==> src/rtl/multi_toggle_gen.sv <==
// multi_toggle_gen: CH independent square-wave generators with programmable
// half-period, shared write port and a global phase-align (sync).
// Optional feature macro: COMPLEMENT_OUT_EN (drives out_n = ~out when defined,
// otherwise out_n is tied low).

// One toggle channel: half-period register, counter and output flop.
module multi_toggle_gen_lane #(
  parameter int          CW         = 8,
  parameter logic [CW-1:0] DEFAULT_HP = CW'(20)
) (
  input  logic          clk,
  input  logic          rst,
  input  logic          en_i,
  input  logic          sync_i,
  input  logic          wr_i,
  input  logic [CW-1:0] wr_data_i,
  output logic          out_o
);

  logic [CW-1:0] hp_q, hp_d;
  logic [CW-1:0] cnt_q, cnt_d;
  logic          out_q, out_d;
  logic [CW-1:0] eff_hp;
  logic          term;

  // A programmed half-period of zero behaves like one (toggle every cycle).
  assign eff_hp = (hp_q == '0) ? CW'(1) : hp_q;
  assign term   = (cnt_q == eff_hp - CW'(1));

  // Next-state: sync beats write beats terminal count; en=0 holds.
  always_comb begin
    hp_d  = hp_q;
    cnt_d = cnt_q;
    out_d = out_q;
    if (wr_i) hp_d = wr_data_i;
    if (sync_i) begin
      cnt_d = '0;
      out_d = 1'b0;
    end else if (wr_i) begin
      cnt_d = '0;
    end else if (en_i) begin
      if (term) begin
        cnt_d = '0;
        out_d = ~out_q;
      end else begin
        cnt_d = cnt_q + CW'(1);
      end
    end
  end

  // State flops; reset aborts any period in progress.
  always_ff @(posedge clk or posedge rst) begin
    if (rst) begin
      hp_q  <= DEFAULT_HP;
      cnt_q <= '0;
      out_q <= 1'b0;
    end else begin
      hp_q  <= hp_d;
      cnt_q <= cnt_d;
      out_q <= out_d;
    end
  end

  assign out_o = out_q;

endmodule

module multi_toggle_gen #(
  parameter int CH         = 4,
  parameter int CW         = 8,
  parameter int DEFAULT_HP = 20
) (
  input  logic          clk,
  input  logic          rst,
  input  logic [CH-1:0] en,
  input  logic          sync,
  input  logic          wr_en,
  input  logic [3:0]    wr_ch,
  input  logic [CW-1:0] wr_data,
  output logic [CH-1:0] out,
  output logic [CH-1:0] out_n
);

  // Writes with wr_ch >= CH match no lane and are dropped.
  for (genvar i = 0; i < CH; i++) begin : g_lane
    logic wr_sel;
    assign wr_sel = wr_en && (wr_ch == 4'(i));

    multi_toggle_gen_lane #(
      .CW        (CW),
      .DEFAULT_HP(CW'(DEFAULT_HP))
    ) u_lane (
      .clk      (clk),
      .rst      (rst),
      .en_i     (en[i]),
      .sync_i   (sync),
      .wr_i     (wr_sel),
      .wr_data_i(wr_data),
      .out_o    (out[i])
    );
  end

`ifdef COMPLEMENT_OUT_EN
  assign out_n = ~out;
`else
  assign out_n = '0;
`endif

endmodule

==> config.mk <==
export PLATFORM = sky130hd
export DESIGN_NAME = multi_toggle_gen
export DESIGN_NICKNAME = d
export VERILOG_FILES = /design/src/rtl/multi_toggle_gen.sv
export SDC_FILE = /design/constraint.sdc
export NUM_CORES = 1
export LEC_CHECK = 0
export BUFFER_PORTS_ARGS = -buffer_cell sky130_fd_sc_hd__buf_2
export CORE_MARGIN = 3
export CORE_UTILIZATION = 55
export CTS_CLUSTER_DIAMETER = 120
export DETAILED_ROUTE_END_ITERATION = 6
export MAX_ROUTING_LAYER = met4
export PLACE_DENSITY = 0.73
export REMOVE_ABC_BUFFERS = 1
export SLEW_MARGIN = 20
export SYNTH_ARGS = -nofsm -noshare
export SYNTH_HDL_FRONTEND = slang
export SYNTH_SLANG_ARGS = --single-unit
==> constraint.sdc <==
create_clock -name clk -period 5.7 [get_ports clk]
set_input_delay 0.285 -clock clk [delete_from_list [all_inputs] [get_ports clk]]
set_output_delay 0.285 -clock clk [all_outputs]
set_load 0.02 [all_outputs]
==> reports/qor.yml, run 1 <==
pwr:
  report.power.total_mw: 1.514
  p_comb_frac: 0.275
  p_leak_nw: 2.087
  power-per-cell-area_mw_per_mm2: 313.0
  pwr-share-clk: 0.300
  ir_drop_mv: 0.1780
  p_sw_mw: 0.5070
  p_seq_frac: 0.425
  swShare: 0.3350
  p_int_mw: 1.007
detailed_routing:
  first_pass_iters: 4
  dr.max_layer_used: "met4"
  avgViaCountPerCell: 6.077
  ant_nets: 0
  wl_per_cell_microns: 16.57
  drc: 0
  wl_met3_microns: 309
  wl_microns: 9663
  drt_iter0_markers: 128
  wl_met1_microns: 4674
  wl_met2_microns: 4546
  vias: 3543
critical_path:
  cpLargestDelayFamily: "simple AND/OR/NAND/NOR gates"
  critPathCaptureType: "register"
  critPathBufInv: 0
  crit_start: "g_lane[1].u_lane.hp_q[3]"
  cp_max_fo: 8
  startpoint_type: "register"
  cp.required_ns: 5.94
  rr_startpoint: "g_lane[1].u_lane.hp_q[3]"
  crit_type: "reg -> reg"
  cp_cell_sequence: "nor4_1 > a21oi_1 > ha_1 > or3_1 > a31o_2 > nor4b_4 > a31oi_1 > o21ba_1"
  crit_path_top_delay_cell: "nor4_1"
  critPathArrivalTime_ns: 3.59
  max_stage_delay_ns: 0.94
floorplanning:
  io_pins: 28
  start_util: 0.5697
  dieHeight_microns: 95.93
  fp.dieW_microns: 95.93
  design.core.area_sq_mm: 0.007807
  num_rows: 32
  die_area_sq_mm: 0.009203
logic_synthesis:
  syn-cell-area_sq_mm: 0.004448
  synth-xor-area-share: 0.06048
  ys_seq_area_frac: 0.3848
  synth.distinct_cells: 68
  syn_inst: 458
  postSynthAreaPerCell_sq_um: 9.712
  netlist.area_leader.share: 0.3376
  yosysTopAreaCell: "dfrtp_1"
  synth_seq_cells: 68
  synth_top_family_by_area: "simple AND/OR/NAND/NOR gates"
  synthSimpleGateAreaFrac: 0.2473
  synth_edf_count: 0
  synth_compound_area_frac: 0.1567
  synth_area_leaders: "dfrtp_1 34%, mux2_2 8.9%, dfstp_2 4.7%"
  synthFlopType: "dfrtp_1"
  synthMuxAreaShare: 0.08861
  synthAdderAreaFrac: 0.02250
  ys_warn_count: 0
  async_flop_share: 1.000
hold_path:
  hp-class: "in -> reg"
  min_from: "en[3]"
clocking:
  cts.path.max_buffers: 2
  numCtsBuffers: 9
  numClockSinks: 68
  cts_max_level: 3
  clkTransAtPathRegs_ns: 0.09
  root_buffer: "clkbuf_8"
  insertion_delay_ns: 0.34
  cts_tree: "done"
outcome:
  status: "finished clean"
final_layout:
  antenna_cells: 0
  final_layout_size_suffix_gt1_frac: 0.2058
  final_cell_mix: "60 x dfrtp_1, 35 x mux2_2, 25 x a21oi_1"
  areaGrowthSynthToFinish_pct: 8.720
  final_common_cell: "dfrtp_1"
  layout.nets: 504
  nFillCells: 666
timing:
  fin_skew_ns: 0.01062
  finalCritPeriodShare: 0.5867
  tns_ns: 0
  setup_viol: 0
  fin_crit_ns: 3.344
  relSlewSlack: 0.2797
  maxSlewViolCount: 0
  hold_viol: 0
  worst_pin_slew_ns: 1.071
  max_freq_mhz: 299.0
  rsz0062_at_grt: "no"
placement:
  gp_congestion: 0.8828
  post-dp-hpwl_microns: 6893
  io_buffers: 23
global_route:
  grt_pass1_wl_microns: 16200
  track_usage: 0.2292
  grt.overflow.total: 0
  grt_max_degree: 59
  antenna_found_initial: 0
  grt_pass1_vias: 3324
run:
  cap_violations: 0
==> cells in the mapped netlist (6+ instances only) <==
cell,number
dfrtp_1,60
mux2_2,35
a21oi_1,25
nor2_1,24
nand2_1,23
nor2b_1,20
and3_1,15
inv_1,15
nand3_1,15
nand2b_1,14
xnor2_1,14
xor2_1,14
o21ai_0,11
clkbuf_1,10
nor4_1,10
nor3_1,9
nor3b_1,9
a31oi_1,8
buf_4,8
dfstp_2,8
ha_1,8
nand3b_1,7
o22ai_1,6
==> power by group through the flow <==
stage / Combinational (mW) / Clock [mW] / Sequential (mW)
after floorplan: 0.331 / 0 / 0.626
after global placement: 0.393 / 0 / 0.647
after detailed placement: 0.409 / 0 / 0.651
after CTS: 0.414 / 0.462 / 0.642
after global routing: 0.462 / 0.480 / 0.657
final: 0.416 / 0.454 / 0.644
==> timing repair <==
action,4_1_cts,5_1_grt
endpoints found under the hold margin,10,0
gates resized for setup,0,0
hold buffers,1,0
setup endpoints to repair,0,0
setup buffers,0,0
==> flip-flops by register name (all words and copies together), names as in the netlist <==
| signal | cells |
|---|---|
| g_lane.u_lane.cnt_q | 32 |
| g_lane.u_lane.hp_q | 32 |
| g_lane.u_lane.out_o | 4 |
==> through the flow <==
| step | instances | instance area (sq um) | worst slack (ns) | hold slack (ns) | util |
|---|---|---|---|---|---|
| finish | 583 | 4836 | 2.356 | 0.1886 | 0.6194 |
| global route | 583 | 4836 | 2.232 | 0.1902 | 0.6194 |
| CTS | 583 | 4836 | 2.383 | 0.1739 | 0.6194 |
| detailed placement | 566 | 4601 | 2.452 | 0.2185 | 0.5893 |
| global placement | 566 | 4601 | 2.635 | 0.2145 | 0.5893 |
| floorplan | 439 | 4343 | 2.859 | 0.3670 | - |
==> final cells by class <==
class | count | area (sq um) | area share
clock buffers | 10 | 137.6 | 0.02846
clock inverters | 6 | 87.58 | 0.01811
inverters | 15 | 56.30 | 0.01164
multi-input cells | 356 | 2575 | 0.5325
flip-flops and latches | 68 | 1712 | 0.3539
well taps | 102 | 127.6 | 0.02639
repair buffers | 26 | 140.1 | 0.02898
==> logic make-up after synthesis <==
kind of cell,count (synthesis)
buffers and inverters,37
muxes,35
DFF,68
other,1
adders and majority gates,8
AOI/OAI and AO/OA,100
and+or+nand+nor,180
xor gates and xnor gates,29
==> worst register-to-register path, delay by kind of cell, from the launching register on <==
kind / cells / cell delay [ns]
and+or+nand+nor: 3 / 1.71
adders and majority gates: 1 / 0.32
AOI/OAI and AO/OA: 4 / 0.79
DFF: 1 / 0.44
==> per-layer routing <==
metal / up-vias / GRT usage
met5: - / -
met4: 0 / 0.06398
met3: 13 / 0.02971
met2: 72 / 0.3555
met1: 1733 / 0.3174
li1: 1725 / -
==> final timing paths <==
path / end / slack, ns / cells past startpoint
worst max-delay path: g_lane[1].u_lane.out_o / 2.36 / 8
worst max register to register: g_lane[1].u_lane.out_o / 2.36 / 8
min in group asynchronous: g_lane[1].u_lane.cnt_q[4] / 0.39 / 3
worst min register to register: g_lane[0].u_lane.hp_q[7] / 0.56 / 1
max in group asynchronous: g_lane[2].u_lane.cnt_q[3] / 4.30 / 4
worst min-delay path: g_lane[3].u_lane.cnt_q[2] / 0.19 / 2
Power figures use the tool's default switching activity.
==> inputs of run 2 (changes only) <==
ABC_AREA = 1   (was unset)
clock period = 3.43 ns   (was 5.7 ns; I/O delays follow)
==> reports/qor.yml, run 2 <==
outcome:
  status: "finished clean"  # unchanged
timing:
  finalCritPeriodShare: 0.6754  # was 0.5867
  max_freq_mhz: 431.7  # was 299.0 MHz
  relSlewSlack: 0.5799  # was 0.2797
  rsz0062_at_grt: "no"  # unchanged
  worst_pin_slew_ns: 0.6292  # was 1.071 ns
  tns_ns: 0  # unchanged
  setup_viol: 0  # unchanged
  hold_viol: 0  # unchanged
  fin_crit_ns: 2.317  # was 3.344 ns
  fin_skew_ns: 0.01326  # was 0.01062 ns
  maxSlewViolCount: 0  # unchanged
  hold_slack_ns: 0.1079  # was 0.1886 ns
floorplanning:
  num_rows: 32  # unchanged
  start_util: 0.5741  # was 0.5697
  die_area_sq_mm: 0.009314  # was 0.009203 sq mm
  design.core.area_sq_mm: 0.007848  # was 0.007807 sq mm
  dieHeight_microns: 96.51  # was 95.93 microns
  io_pins: 28  # unchanged
  fp.dieW_microns: 96.51  # was 95.93 microns
logic_synthesis:
  ys_warn_count: 0  # unchanged
  ys_seq_area_frac: 0.3799  # was 0.3848
  synth_area_leaders: "dfrtp_1 33%, nand2_1 11%, inv_1 7.5%"  # was dfrtp_1 34%, mux2_2 8.9%, dfstp_2 4.7%
  synth_common_cells: "127 x nand2_1, 90 x inv_1, 60 x dfrtp_1"  # was 60 x dfrtp_1, 35 x mux2_2, 25 x a21oi_1
  synth_edf_count: 0  # unchanged
  postSynthAreaPerCell_sq_um: 7.585  # was 9.712 sq um
  netlist.area_leader.share: 0.3332  # was 0.3376
  syn_inst: 594  # was 458
  yosysMostFrequentCell: "nand2_1"  # was dfrtp_1
  async_flop_share: 1.000  # unchanged
  synthFlopType: "dfrtp_1"  # unchanged
  yosysTopAreaCell: "dfrtp_1"  # unchanged
  synth.distinct_cells: 30  # was 68
  syn-cell-area_sq_mm: 0.004506  # was 0.004448 sq mm
  synth_seq_cells: 68  # unchanged
critical_path:
  cp_max_fo: 6  # was 8
  crit_path_top_delay_cell: "dfrtp_1"  # was nor4_1
  crit_type: "reg -> reg"  # unchanged
  critPathCaptureType: "register"  # unchanged
  startpoint_type: "register"  # unchanged
  cp.required_ns: 3.65  # was 5.94 ns
  max_stage_delay_ns: 0.42  # was 0.94 ns
  cp_cell_sequence: "inv_2 > nand2_1 > nor2_2 > nand3_2 > nand2_1 > inv_1 > ha_1 > xnor2_1 > o21ai_0 > nor2_1 > nand2_1 > nor2_2 > nand2_2 > nand2_2 > o22ai_1"  # was nor4_1 > a21oi_1 > ha_1 > or3_1 > a31o_2 > nor4b_4 > a31oi_1 > o21ba_1
  critPathArrivalTime_ns: 2.54  # was 3.59 ns
  cpMostUsedCell: "nand2_1"
clocking:
  insertion_delay_ns: 0.35  # was 0.34 ns
  clkTransAtPathRegs_ns: 0.08  # was 0.09 ns
  post_cts_resized: 0  # unchanged
  cts_tree: "done"  # unchanged
  numCtsBuffers: 9  # unchanged
  numClockSinks: 68  # unchanged
  cts_max_level: 3  # unchanged
  cts.path.max_buffers: 2  # unchanged
  root_buffer: "clkbuf_8"  # unchanged
detailed_routing:
  drc: 0  # unchanged
  vias: 3793  # was 3543
  avgViaCountPerCell: 5.225  # was 6.077
  drt_iter0_markers: 151  # was 128
  ant_nets: 0  # unchanged
  wl_per_cell_microns: 12.96  # was 16.57 microns
  wl_microns: 9408  # was 9663 microns
  first_pass_iters: 4  # unchanged
final_layout:
  final_layout_size_suffix_gt1_frac: 0.1795  # was 0.2058
  areaGrowthSynthToFinish_pct: 8.442  # was 8.720%
  layout.nets: 647  # was 504
  nFillCells: 723  # was 666
  final_cell_mix: "127 x nand2_1, 89 x inv_1, 60 x dfrtp_1"  # was 60 x dfrtp_1, 35 x mux2_2, 25 x a21oi_1
  final_common_cell: "nand2_1"  # was dfrtp_1
  final_util: 0.6226  # was 0.6194
  finalNonFillerCells: 726  # was 583
  antenna_cells: 0  # unchanged
placement:
  io_buffers: 23  # unchanged
  post-dp-hpwl_microns: 7092  # was 6893 microns
  dp.cells: 709  # was 566
  gp_congestion: 0.9148  # was 0.8828
global_route:
  antenna_found_initial: 0  # unchanged
  grt.overflow.total: 0  # unchanged
  grt_pass1_vias: 3621  # was 3324
  grt_pass1_wl_microns: 16150  # was 16200 microns
  track_usage: 0.2283  # was 0.2292
  grt_max_degree: 43  # was 59
run:
  cap_violations: 0  # unchanged
pwr:
  ir_drop_mv: 0.3962  # was 0.1780 mV
  power-per-cell-area_mw_per_mm2: 525.5  # was 313.0 mW/mm^2
  report.power.total_mw: 2.567  # was 1.514 mW
  p_leak_nw: 2.374  # was 2.087 nW
hold_path:
  hp-class: "in -> reg"  # unchanged
run 2: routing by layer:
layer	wire [microns]	vias to the layer above	global-route usage
met1	4244	1776	0.2925
li1	-	1931	-
met3	420	20	0.03021
met2	4470	66	0.3672
met4	274	0	0.09229
met5	0	-	-
run 2: cells by family after synthesis:
logic type / Yosys count / synth area share
compound gates: 75 / 0.09414
fa+ha+maj: 8 / 0.02222
simple gates: 268 / 0.2910
xor+xnor: 54 / 0.1050
flops: 68 / 0.3799
other cells: 1 / 0.0008323
buf+inv: 120 / 0.1069
run 2: worst paths after layout:
path | from | to | slack [ns] | cells past startpoint
min | en[0] | g_lane[0].u_lane.cnt_q[1] | 0.11 | 4
min in group asynchronous | rst | g_lane[2].u_lane.cnt_q[0] | 0.45 | 3
min reg2reg | g_lane[2].u_lane.hp_q[0] | g_lane[2].u_lane.hp_q[0] | 0.49 | 2
max reg2reg | g_lane[2].u_lane.hp_q[3] | g_lane[2].u_lane.cnt_q[4] | 1.11 | 15
max in group asynchronous | rst | g_lane[3].u_lane.hp_q[4] | 2.00 | 4
max | g_lane[2].u_lane.hp_q[3] | g_lane[2].u_lane.cnt_q[4] | 1.11 | 15
run 2: power by group:
part / switching [mW] / internal (mW) / leakage [nW]
sequential: 0.126 / 0.919 / 0.883
combinational: 0.534 / 0.331 / 1.40
clock: 0.321 / 0.336 / 0.0962
run 2: critical path: cells and delay by family (launching register included):
kind / cells / cell delay [ns]
buf+inv: 2 / 0.12
fa+ha+maj: 1 / 0.24
flops: 1 / 0.42
simple gates: 9 / 1.01
xor+xnor: 1 / 0.20
compound gates: 2 / 0.21
run 2: area by class of cell:
cell class                      instances  area, sq um  area share
Multi-Input combinational cell        409         2323      0.4755
Sequential cell                        68         1712      0.3503
Inverter                              106        397.9     0.08143
Timing Repair Buffer                   25        132.6     0.02714
Clock buffer                           10        127.6     0.02612
Tap cell                              102        127.6     0.02612
Clock inverter                          6        65.06     0.01332
run 2: through the flow:
| stage | worst slack, ns | cell area, sq um |
|---|---|---|
| after floorplan | 1.411 | 4433 |
| after global placement | 1.190 | 4683 |
| after detailed placement | 1.140 | 4683 |
| after CTS | 1.124 | 4886 |
| after global routing | 0.7811 | 4886 |
| final | 1.113 | 4886 |
run 2: timing repair:
action	in CTS	in global routing
hold endpoints to repair	26	0
hold buffers	1	0
buffers inserted	0	0
==> inputs of run 3 (changes only) <==
ABC_AREA = 0   (was 1)
PLACE_DENSITY = 0.76   (was 0.73)
clock period = 2.1 ns   (was 3.43 ns; I/O delays follow)
==> reports/qor.yml, run 3 (same netlist as run 1, synthesis figures left out) <==
detailed_routing:
  drt_iter0_markers: 188  # was 151
  vias: 4036  # was 3793
  drc: 0  # unchanged
  first_pass_iters: 4  # unchanged
  ant_nets: 0  # unchanged
  wl_microns: 11810  # was 9408 microns
  wl_per_cell_microns: 17.76  # was 12.96 microns
  avgViaCountPerCell: 6.069  # was 5.225
floorplanning:
  num_rows: 32  # unchanged
  start_util: 0.5697  # was 0.5741
  die_area_sq_mm: 0.009203  # was 0.009314 sq mm
  io_pins: 28  # unchanged
  fp.dieW_microns: 95.93  # was 96.51 microns
  design.core.area_sq_mm: 0.007807  # was 0.007848 sq mm
  dieHeight_microns: 95.93  # was 96.51 microns
final_layout:
  layout.nets: 586  # was 647
  nFillCells: 505  # was 723
  areaGrowthSynthToFinish_pct: 31.59  # was 8.442%
  design_area_sq_mm: 0.005853  # was 0.004886 sq mm
  final_util: 0.7497  # was 0.6226
  final_common_cell: "buf_4"  # was nand2_1
  final_layout_size_suffix_gt1_frac: 0.4050  # was 0.1795
  antenna_cells: 0  # unchanged
  final_cell_mix: "75 x buf_4, 60 x dfrtp_1, 35 x mux2_2"  # was 127 x nand2_1, 89 x inv_1, 60 x dfrtp_1
hold_path:
  hp-class: "in -> reg"  # unchanged
  min_path_cells: 2  # was 4
timing:
  finalCritPeriodShare: 1.254  # was 0.6754
  fin_crit_ns: 2.633  # was 2.317 ns
  fin_ws_ns: -0.5335  # was 1.113 ns
  rsz0062_at_grt: "yes"  # was no
  hold_viol: 0  # unchanged
  worst_pin_slew_ns: 0.9098  # was 0.6292 ns
  relSlewSlack: 0.3888  # was 0.5799
  maxSlewViolCount: 0  # unchanged
  hold_slack_ns: 0.06049  # was 0.1079 ns
  setup_viol: 36  # was 0
  fin_skew_ns: 0.01397  # was 0.01326 ns
  max_freq_mhz: 379.7  # was 431.7 MHz
  tns_ns: -14.03  # was 0 ns
pwr:
  p_comb_frac: 0.426  # was 0.337
  swShare: 0.3435  # was 0.3822
  power-per-cell-area_mw_per_mm2: 849.6  # was 525.5 mW/mm^2
  ir_drop_mv: 0.6393  # was 0.3962 mV
  p_leak_nw: 2.583  # was 2.374 nW
  p_seq_frac: 0.331  # was 0.407
  p_sw_mw: 1.708  # was 0.9813 mW
  p_int_mw: 3.265  # was 1.586 mW
  pwr-share-clk: 0.243  # was 0.256
placement:
  placed_cell_area_sq_mm: 0.005116  # was 0.004683 sq mm
  gp_congestion: 0.8966  # was 0.9148
  post-dp-hpwl_microns: 7668  # was 7092 microns
  io_buffers: 23  # unchanged
global_route:
  track_usage: 0.2692  # was 0.2283
  grt_pass1_vias: 3939  # was 3621
  grt.overflow.total: 0  # unchanged
  grt_pass1_wl_microns: 18770  # was 16150 microns
  antenna_found_initial: 0  # unchanged
  grt_max_degree: 43  # unchanged
clocking:
  numCtsBuffers: 9  # unchanged
  cts.path.max_buffers: 2  # unchanged
  cts_tree: "done"  # unchanged
  clkTransAtPathRegs_ns: 0.09  # was 0.08 ns
  insertion_delay_ns: 0.36  # was 0.35 ns
  numClockSinks: 68  # unchanged
  root_buffer: "clkbuf_8"  # unchanged
  cts_max_level: 3  # unchanged
critical_path:
  reg2reg_slack_ns: -0.53  # was 1.11 ns
  critPathBufInv: 0  # was 2
  ff2ff_path_depth: 9  # was 15
  cp_max_fo: 2  # was 6
  startpoint_type: "register"  # unchanged
  cp.required_ns: 2.34  # was 3.65 ns
  critPathArrivalTime_ns: 2.88  # was 2.54 ns
  cpLargestDelayFamily: "simple AND/OR/NAND/NOR gates"  # unchanged
  crit_type: "reg -> reg"  # unchanged
  cp_cell_sequence: "or4_4 > nor2b_4 > nor2_2 > ha_4 > xnor2_4 > a2111oi_4 > and4_1 > nand4_1 > mux2_2"  # was inv_2 > nand2_1 > nor2_2 > nand3_2 > nand2_1 > inv_1 > ha_1 > xnor2_1 > o21ai_0 > nor2_1 > nand2_1 > nor2_2 > nand2_2 > nand2_2 > o22ai_1
  path_depth: 9  # was 15
  critPathCaptureType: "register"  # unchanged
  max_stage_delay_ns: 0.56  # was 0.42 ns
  crit_path_top_delay_cell: "or4_4"  # was dfrtp_1
outcome:
  violations: "setup timing"
  status: "finished, violations left"  # was finished clean
run:
  cap_violations: 0  # unchanged
==> run 3: final timing paths <==
path / start / to
setup / recovery: g_lane[3].u_lane.hp_q[2] / g_lane[3].u_lane.out_o
hold / removal: wr_data[6] / g_lane[0].u_lane.hp_q[6]
setup reg to reg: g_lane[3].u_lane.hp_q[2] / g_lane[3].u_lane.out_o
hold reg to reg: g_lane[3].u_lane.cnt_q[7] / g_lane[3].u_lane.cnt_q[7]
max in group asynchronous: rst / g_lane[0].u_lane.hp_q[2]
min in group asynchronous: rst / g_lane[3].u_lane.cnt_q[0]
==> run 3: area by class of cell <==
type                       count  area [sq um]  share of cell area
multi-input combinational    356          2937              0.5017
sequential                    68          1712              0.2924
timing repair buffer         108         805.8              0.1377
tap                          102         127.6             0.02180
clock buffer                   9         123.9             0.02116
clock inverter                 7         91.34             0.01560
inverter                      15         56.30            0.009620
==> run 3: repair_timing <==
item,CTS,global route
gates resized for setup,48,24
hold buffers,2,0
setup buffers,11,3
setup endpoints to repair,36,36
pin swaps,38,19
hold endpoints to repair,25,0
==> run 3: through the flow <==
| stage | setup WS (ns) | std cells | power [mW] |
|---|---|---|---|
| 3_3_place_gp | -0.6761 | 633 | 3.208 |
| 5_1_grt | -0.6453 | 665 | 5.211 |
| 2_1_floorplan | -0.7409 | 439 | 2.597 |
| 4_1_cts | -0.4718 | 662 | 4.757 |
| 6_report | -0.5335 | 665 | 4.973 |
| 3_5_place_dp | -0.7875 | 633 | 3.273 |
==> run 3: routing by layer <==
metal	vias up	part of all wire	routed length, microns	global-route usage
met5	-	0	0	-
met4	0	0.020	235	0.09953
met3	26	0.051	606	0.03127
met2	127	0.50	5917	0.4366
met1	1997	0.43	5049	0.3481
li1	1886	-	-	-
==> run 3: power groups by stage <==
stage | Sequential, mW | Clock (mW) | Combinational, mW
2_1_floorplan | 1.70 | 0 | 0.899
3_3_place_gp | 1.64 | 0 | 1.57
3_5_place_dp | 1.65 | 0 | 1.63
4_1_cts | 1.64 | 1.21 | 1.91
5_1_grt | 1.67 | 1.27 | 2.28
6_report | 1.65 | 1.21 | 2.12
